File: src/rtl/acc_seq_pkg.sv
// acc_seq_pkg: shared types and constants for the minimum-finder sequencer.
package acc_seq_pkg;

  localparam int unsigned ACC_AW = 4;
  localparam int unsigned ACC_DW = 32;

  // Accelerator register offsets
  localparam logic [ACC_AW-1:0] ACC_DATA  = 4'd0;
  localparam logic [ACC_AW-1:0] ACC_MIN   = 4'd1;
  localparam logic [ACC_AW-1:0] ACC_CLEAR = 4'd2;

  typedef enum logic [2:0] {
    IDLE,
    CLEAR,
    STREAM,
    DRAIN,
    RD_REQ,
    RD_CAP,
    DONE
  } state_t;

  // One accelerator port access
  typedef struct packed {
    logic              en;
    logic              we;
    logic [ACC_AW-1:0] addr;
    logic [ACC_DW-1:0] din;
  } acc_req_t;

endpackage

File: src/rtl/PipeReg.sv
// PipeReg: plain W-bit pipeline register with synchronous active-high clear.
module PipeReg #(
  parameter int unsigned W = 1
) (
  input  logic         clk,
  input  logic         rst,
  input  logic [W-1:0] d,
  output logic [W-1:0] q
);

  // One-cycle delay, cleared on reset
  always_ff @(posedge clk) begin
    if (rst) q <= '0;
    else     q <= d;
  end

endmodule

File: src/rtl/acc_seq_ctrl.sv
// acc_seq_ctrl: streams a memory block into the minimum-finder accelerator,
// reads back the minimum and arbitrates the accelerator port with the CPU.
// Optional build macro ACC_SEQ_ABORT_EN adds the abort/aborted ports.
module acc_seq_ctrl
  import acc_seq_pkg::*;
#(
  parameter int unsigned ADDR_W = 12,
  parameter int unsigned LEN_W  = 12
) (
  input  logic              clk,
  input  logic              rst,
  input  logic              start,
  input  logic [ADDR_W-1:0] base,
  input  logic [LEN_W-1:0]  len,
  output logic              busy,
  output logic              done,
  output logic [31:0]       result,
  output logic              mem_en,
  output logic [ADDR_W-1:0] mem_addr,
  input  logic [31:0]       mem_dout,
  input  logic              cpu_en,
  input  logic              cpu_we,
  input  logic [3:0]        cpu_addr,
  input  logic [31:0]       cpu_din,
  output logic [31:0]       cpu_dout,
`ifdef ACC_SEQ_ABORT_EN
  input  logic              abort,
  output logic              aborted,
`endif
  output logic              acc_en,
  output logic              acc_we,
  output logic [3:0]        acc_addr,
  output logic [31:0]       acc_din,
  input  logic [31:0]       acc_dout
);

  state_t            state;
  logic [ADDR_W-1:0] base_q;
  logic [LEN_W-1:0]  len_q;
  logic [LEN_W-1:0]  idx;
  logic              wr_pend;
  logic              own_q;
  logic              aborting;
  logic              abort_req;
  acc_req_t          req;

`ifdef ACC_SEQ_ABORT_EN
  assign abort_req = abort && (state != IDLE);
`else
  assign abort_req = 1'b0;
`endif

  // Memory data lands one cycle after the read, so write it one cycle later
  PipeReg #(.W(1)) u_wr_pend (
    .clk (clk),
    .rst (rst),
    .d   (mem_en),
    .q   (wr_pend)
  );

  // Remember whether the last accelerator access came from the CPU
  PipeReg #(.W(1)) u_own (
    .clk (clk),
    .rst (rst),
    .d   ((state == IDLE) && cpu_en),
    .q   (own_q)
  );

  assign cpu_dout = own_q ? acc_dout : 32'h0;

  // Sequencer FSM with registered status, memory and result outputs
  always_ff @(posedge clk) begin
    if (rst) begin
      state    <= IDLE;
      busy     <= 1'b0;
      done     <= 1'b0;
      result   <= 32'h0;
      mem_en   <= 1'b0;
      mem_addr <= '0;
      idx      <= '0;
      base_q   <= '0;
      len_q    <= '0;
      aborting <= 1'b0;
    end else begin
      done <= 1'b0;
      if (abort_req) begin
        state    <= CLEAR;
        aborting <= 1'b1;
        mem_en   <= 1'b0;
      end else begin
        case (state)
          IDLE: begin
            if (start) begin
              base_q <= base;
              len_q  <= len;
              idx    <= '0;
              busy   <= 1'b1;
              state  <= CLEAR;
            end
          end
          CLEAR: begin
            if (aborting) begin
              aborting <= 1'b0;
              busy     <= 1'b0;
              state    <= IDLE;
            end else if (len_q != '0) begin
              mem_en   <= 1'b1;
              mem_addr <= base_q;
              state    <= STREAM;
            end else begin
              state <= RD_REQ;
            end
          end
          STREAM: begin
            if (idx == len_q - LEN_W'(1)) begin
              mem_en <= 1'b0;
              state  <= DRAIN;
            end else begin
              idx      <= idx + LEN_W'(1);
              mem_addr <= base_q + ADDR_W'(idx + LEN_W'(1));
            end
          end
          DRAIN:  state <= RD_REQ;
          RD_REQ: state <= RD_CAP;
          RD_CAP: begin
            result <= acc_dout;
            done   <= 1'b1;
            state  <= DONE;
          end
          DONE: begin
            busy  <= 1'b0;
            state <= IDLE;
          end
          default: begin
            busy  <= 1'b0;
            state <= IDLE;
          end
        endcase
      end
    end
  end

`ifdef ACC_SEQ_ABORT_EN
  // Pulse when an aborted job's clear finishes and IDLE is re-entered
  always_ff @(posedge clk) begin
    if (rst) aborted <= 1'b0;
    else     aborted <= (state == CLEAR) && aborting && !abort_req;
  end
`endif

  // Accelerator port owner: CPU while idle, sequencer otherwise
  always_comb begin
    req = '0;
    case (state)
      IDLE: begin
        req.en   = cpu_en;
        req.we   = cpu_we;
        req.addr = cpu_addr;
        req.din  = cpu_din;
      end
      CLEAR: begin
        req.en   = 1'b1;
        req.we   = 1'b1;
        req.addr = ACC_CLEAR;
      end
      STREAM: begin
        req.en   = wr_pend;
        req.we   = wr_pend;
        req.addr = ACC_DATA;
        req.din  = mem_dout;
      end
      DRAIN: begin
        req.en   = 1'b1;
        req.we   = 1'b1;
        req.addr = ACC_DATA;
        req.din  = mem_dout;
      end
      RD_REQ: begin
        req.en   = 1'b1;
        req.addr = ACC_MIN;
      end
      default: ;
    endcase
  end

  assign acc_en   = req.en;
  assign acc_we   = req.we;
  assign acc_addr = req.addr;
  assign acc_din  = req.din;

endmodule
File: config.mk
export PLATFORM = sky130hd
export DESIGN_NAME = acc_seq_ctrl
export DESIGN_NICKNAME = d
export VERILOG_FILES = /design/src/rtl/acc_seq_pkg.sv /design/src/rtl/PipeReg.sv /design/src/rtl/acc_seq_ctrl.sv
export SDC_FILE = /design/constraint.sdc
export NUM_CORES = 1
export LEC_CHECK = 0
export BUFFER_PORTS_ARGS = -buffer_cell sky130_fd_sc_hd__buf_2
export CAP_MARGIN = 20
export CORE_UTILIZATION = 45
export DETAILED_ROUTE_END_ITERATION = 10
export PLACE_DENSITY = 0.78
export SLEW_MARGIN = 20
export SYNTH_ARGS = -nofsm -noshare
export SYNTH_HDL_FRONTEND = slang
export SYNTH_HIERARCHICAL = 1
export SYNTH_SLANG_ARGS = --single-unit
File: constraint.sdc
create_clock -name clk -period 2.9 [get_ports clk]
set_input_delay 0.58 -clock clk [delete_from_list [all_inputs] [get_ports clk]]
set_output_delay 0.58 -clock clk [all_outputs]
set_load 0.03 [all_outputs]
==> metrics.md <==
| Metric | Value |
|---|---|
| Status | `complete, no violations` |
| Syn Inst Count | `654` |
| Synth warnings | `6` |
| Tcrit/Tclk final | `0.933` |
| Max_slew headroom | `0.428` |
| Most common cell after layout, fill and taps aside | `buf_2` |
| DRC | `0` |
| Die Ht | `108 um` |
| CP max FO | `10` |
| Post-synthesis sequential area ratio | `0.345` |
| Antenna viol nets, final | `0` |
| Pre-antenna DRT Iters | `4` |
| Nets@finish | `1025` |
| Die width | `108 um` |
| Peak supply drop | `0.470 mV` |
| Clock share of power | `0.290` |
| Prevailing post-synth register cell | `dfxtp_1` |
| Root Driver | `clkbuf_16` |
| Most frequent cells in the layout | `buf_2, nand2_1, dfxtp_1, a21oi_1, and2_1` |
| Ant. Diodes | `0` |
| Max Buffers Root-to-Sink | `2` |
| Synth Register Bits | `88` |
| Placed Area | `6470 um^2` |
| Syn nets | `801` |
| Final hold vios | `0` |
| Post-synth ARST share | `0` |
| Largest net degree at the start of global routing | `37` |
| Port bufs | `245` |
| Critical path required time | `3.14 ns` |
| Multi-input logic area | `3150 um^2` |
| Synthesized area | `5100 um^2` |
| Cell variety after synth | `58` |
| Comb power frac | `0.354` |
| Total gr overflow | `0` |
| Crit end category | `flip-flop` |
| Initial Util | `0.467` |
| Post-synthesis mux area share | `0.00613` |
| Wirelength per Cell | `15.3 um` |
| Main combinational cell family by area after synthesis | `simple AND/OR/NAND/NOR gates` |
| Seq pwr share | `0.356` |
| Fraction of the mapped netlist area in simple logic gates | `0.279` |
| Hold Path Class | `flip-flop to flip-flop` |
| Power density over cell area | `570 nW/um^2` |
| Period minus WS final | `2.71 ns` |
| Leak Pwr | `3.07 nW` |
| Sw Ratio | `0.385` |
| Fin cells | `1023` |
| CTS clk-pin slew, worst paths | `0.07 ns` |
| Hold buffers post-CTS | `0` |
| P_sw | `0.00149 W` |
| Worst-Skew Late Latency | `0.34 ns` |
| Core area | `10900 um^2` |
| Pin slew with the least headroom to its limit | `0.858 ns` |
| Layout cells sized above 1 | `0.359` |
| H-tree depth | `3` |
| Storage cell area | `1770 um^2` |
| Syn avg cell area | `7.80 um^2` |
| Initial DRC Count | `296` |
| Aggregate global-route resource usage | `0.266` |
| Arr. time, crit path | `2.95 ns` |
| Global-route wire length before repair | `24300 um` |
| Compound-Gate Fraction of Synth Area | `0.223` |
| Max-slew violations | `0` |
| HP Start | `result[8]$_SDFFE_PP0P_` |
| Fmax | `369 MHz` |
| Int Pwr | `0.00238 W` |
| Num CTS Buffers | `9` |
| TNS Setup | `0 ns` |
| Startpoint types | `flip-flop` |
| Kind of critical path | `flip-flop to flip-flop` |
| EDFF count, synth | `0` |
| Final GP Congestion | `0.913` |
| Reg2reg start | `len_q[0]$_SDFFE_PP0P_` |
| Critical path origin | `len_q[0]$_SDFFE_PP0P_` |
| Vias in the first global route | `4907` |
| CTS sink cnt | `88` |
| Area Growth Syn to Fin | `33.3%` |
| Initial antenna violation count | `0` |
| Clock tree from TritonCTS | `built` |
| Post-Route WL | `15700 um` |
| Clock skew | `0.0115 ns` |
| Setup Viol. Count Final | `0` |
| Ports | `246` |
| Post-Synth XOR/XNOR Area | `0.0532` |
| Die ar. | `11800 um^2` |
| Adder-cell share of the synthesized area | `0.0456` |
| Placed Cells | `1007` |
| Via Count | `5485` |
| Filler cell count | `1029` |
| Via/cell ratio | `5.36` |
| Num rows | `38` |
| Max-cap violations | `0` |
| Final Cell Area | `6800 um^2` |
| Post-DP HPWL | `12000 um` |
==> synth_stat cells, drive strengths merged (3+ instances only) <==
library cell	count	area (um^2)
nand4	5	46.3
dfxtp	88	1760
nand3	11	55.1
nor2b	8	65.1
xor2	3	26.3
a21oi	70	350
nor3	26	170
a311oi	11	96.3
xnor2	28	245
nand2	149	562
a211oi	5	42.5
nor4b	3	41.3
nor2	30	115
inv	13	48.8
and2	40	250
buf	5	31.3
or2	4	25.0
clkbuf	44	165
o31ai	7	66.3
o32ai	5	43.8
ha	17	213
or3	4	30.0
a22o	32	280
o311ai	5	43.8
nand2b	3	18.8
o21ai	13	65.1
o211ai	3	22.5
==> worst max-delay path, cell delays in order (launching register included) <==
cell and delay, ns:
dfxtp_1 0.37, or3_1 0.40, or3_4 0.40, a2111oi_4 0.40, nand4_4 0.19, o31ai_4 0.31
nand2_2 0.25, a311oi_1 0.29
==> power by group through the flow <==
stage                     registers (W)  clock network (W)  logic, W
after floorplan                 0.00145                  0  0.000890
after global placement          0.00140                  0   0.00135
after detailed placement        0.00140                  0   0.00136
after CTS                       0.00138            0.00115   0.00137
after global routing            0.00139            0.00119   0.00147
final                           0.00138            0.00112   0.00137
==> final timing paths <==
check,endpoint,slack [ns],cells after the start
max reg2reg,mem_addr[4]$_SDFFE_PP0P_,0.19,7
max,mem_addr[4]$_SDFFE_PP0P_,0.19,7
min reg2reg,result[8]$_SDFFE_PP0P_,0.45,2
min,result[8]$_SDFFE_PP0P_,0.45,2
==> state kept, by name (all words and copies together) (netlist names) <==
signal       flops
u_own/q          1
u_wr_pend/q      1
base_q          12
done             1
idx             12
mem_addr        12
len_q           12
busy             1
state            3
result          32
mem_en           1
==> per-stage QoR <==
step / setup slack [ns] / hold slack [ns] / power [W] / util
floorplan: 0.276 / 0.454 / 0.00234 / -
global placement: 0.167 / 0.440 / 0.00275 / 0.592
global route: -0.0243 / 0.469 / 0.00405 / 0.622
CTS: 0.0509 / 0.453 / 0.00389 / 0.618
finish: 0.193 / 0.451 / 0.00388 / 0.622
detailed placement: 0.0858 / 0.443 / 0.00276 / 0.592
==> layer usage <==
metal / vias up / track usage / routed length (um)
met1: 2529 / 0.341 / 6910
met5: - / 0 / 0
met2: 203 / 0.448 / 7500
met4: 0 / 0.0647 / 200
li1: 2732 / - / -
met3: 21 / 0.0627 / 1080
==> final cells by class <==
class                   count  area share
clock buffers               9      0.0331
clock inverters             7     0.00883
inverters                  13     0.00717
multi-input cells         504       0.463
flip-flops and latches     88       0.260
well taps                 140      0.0258
repair buffers            262       0.203
==> timing repair <==
action / 4_1_cts / 5_1_grt
gates resized for setup: 0 / 13
endpoints found under the setup margin: 0 / 12
setup buffers: 0 / 0
==> cell families (layout without fill, tap and decap cells) <==
kind of cell    after synthesis  in the layout
simple gates                289            289
compound gates              163            163
flops                        88             88
buf+inv                      62            291
xor+xnor                     31             31
fa+ha+maj                    18             18
mux                           3              3
Power figures use the tool's default switching activity.
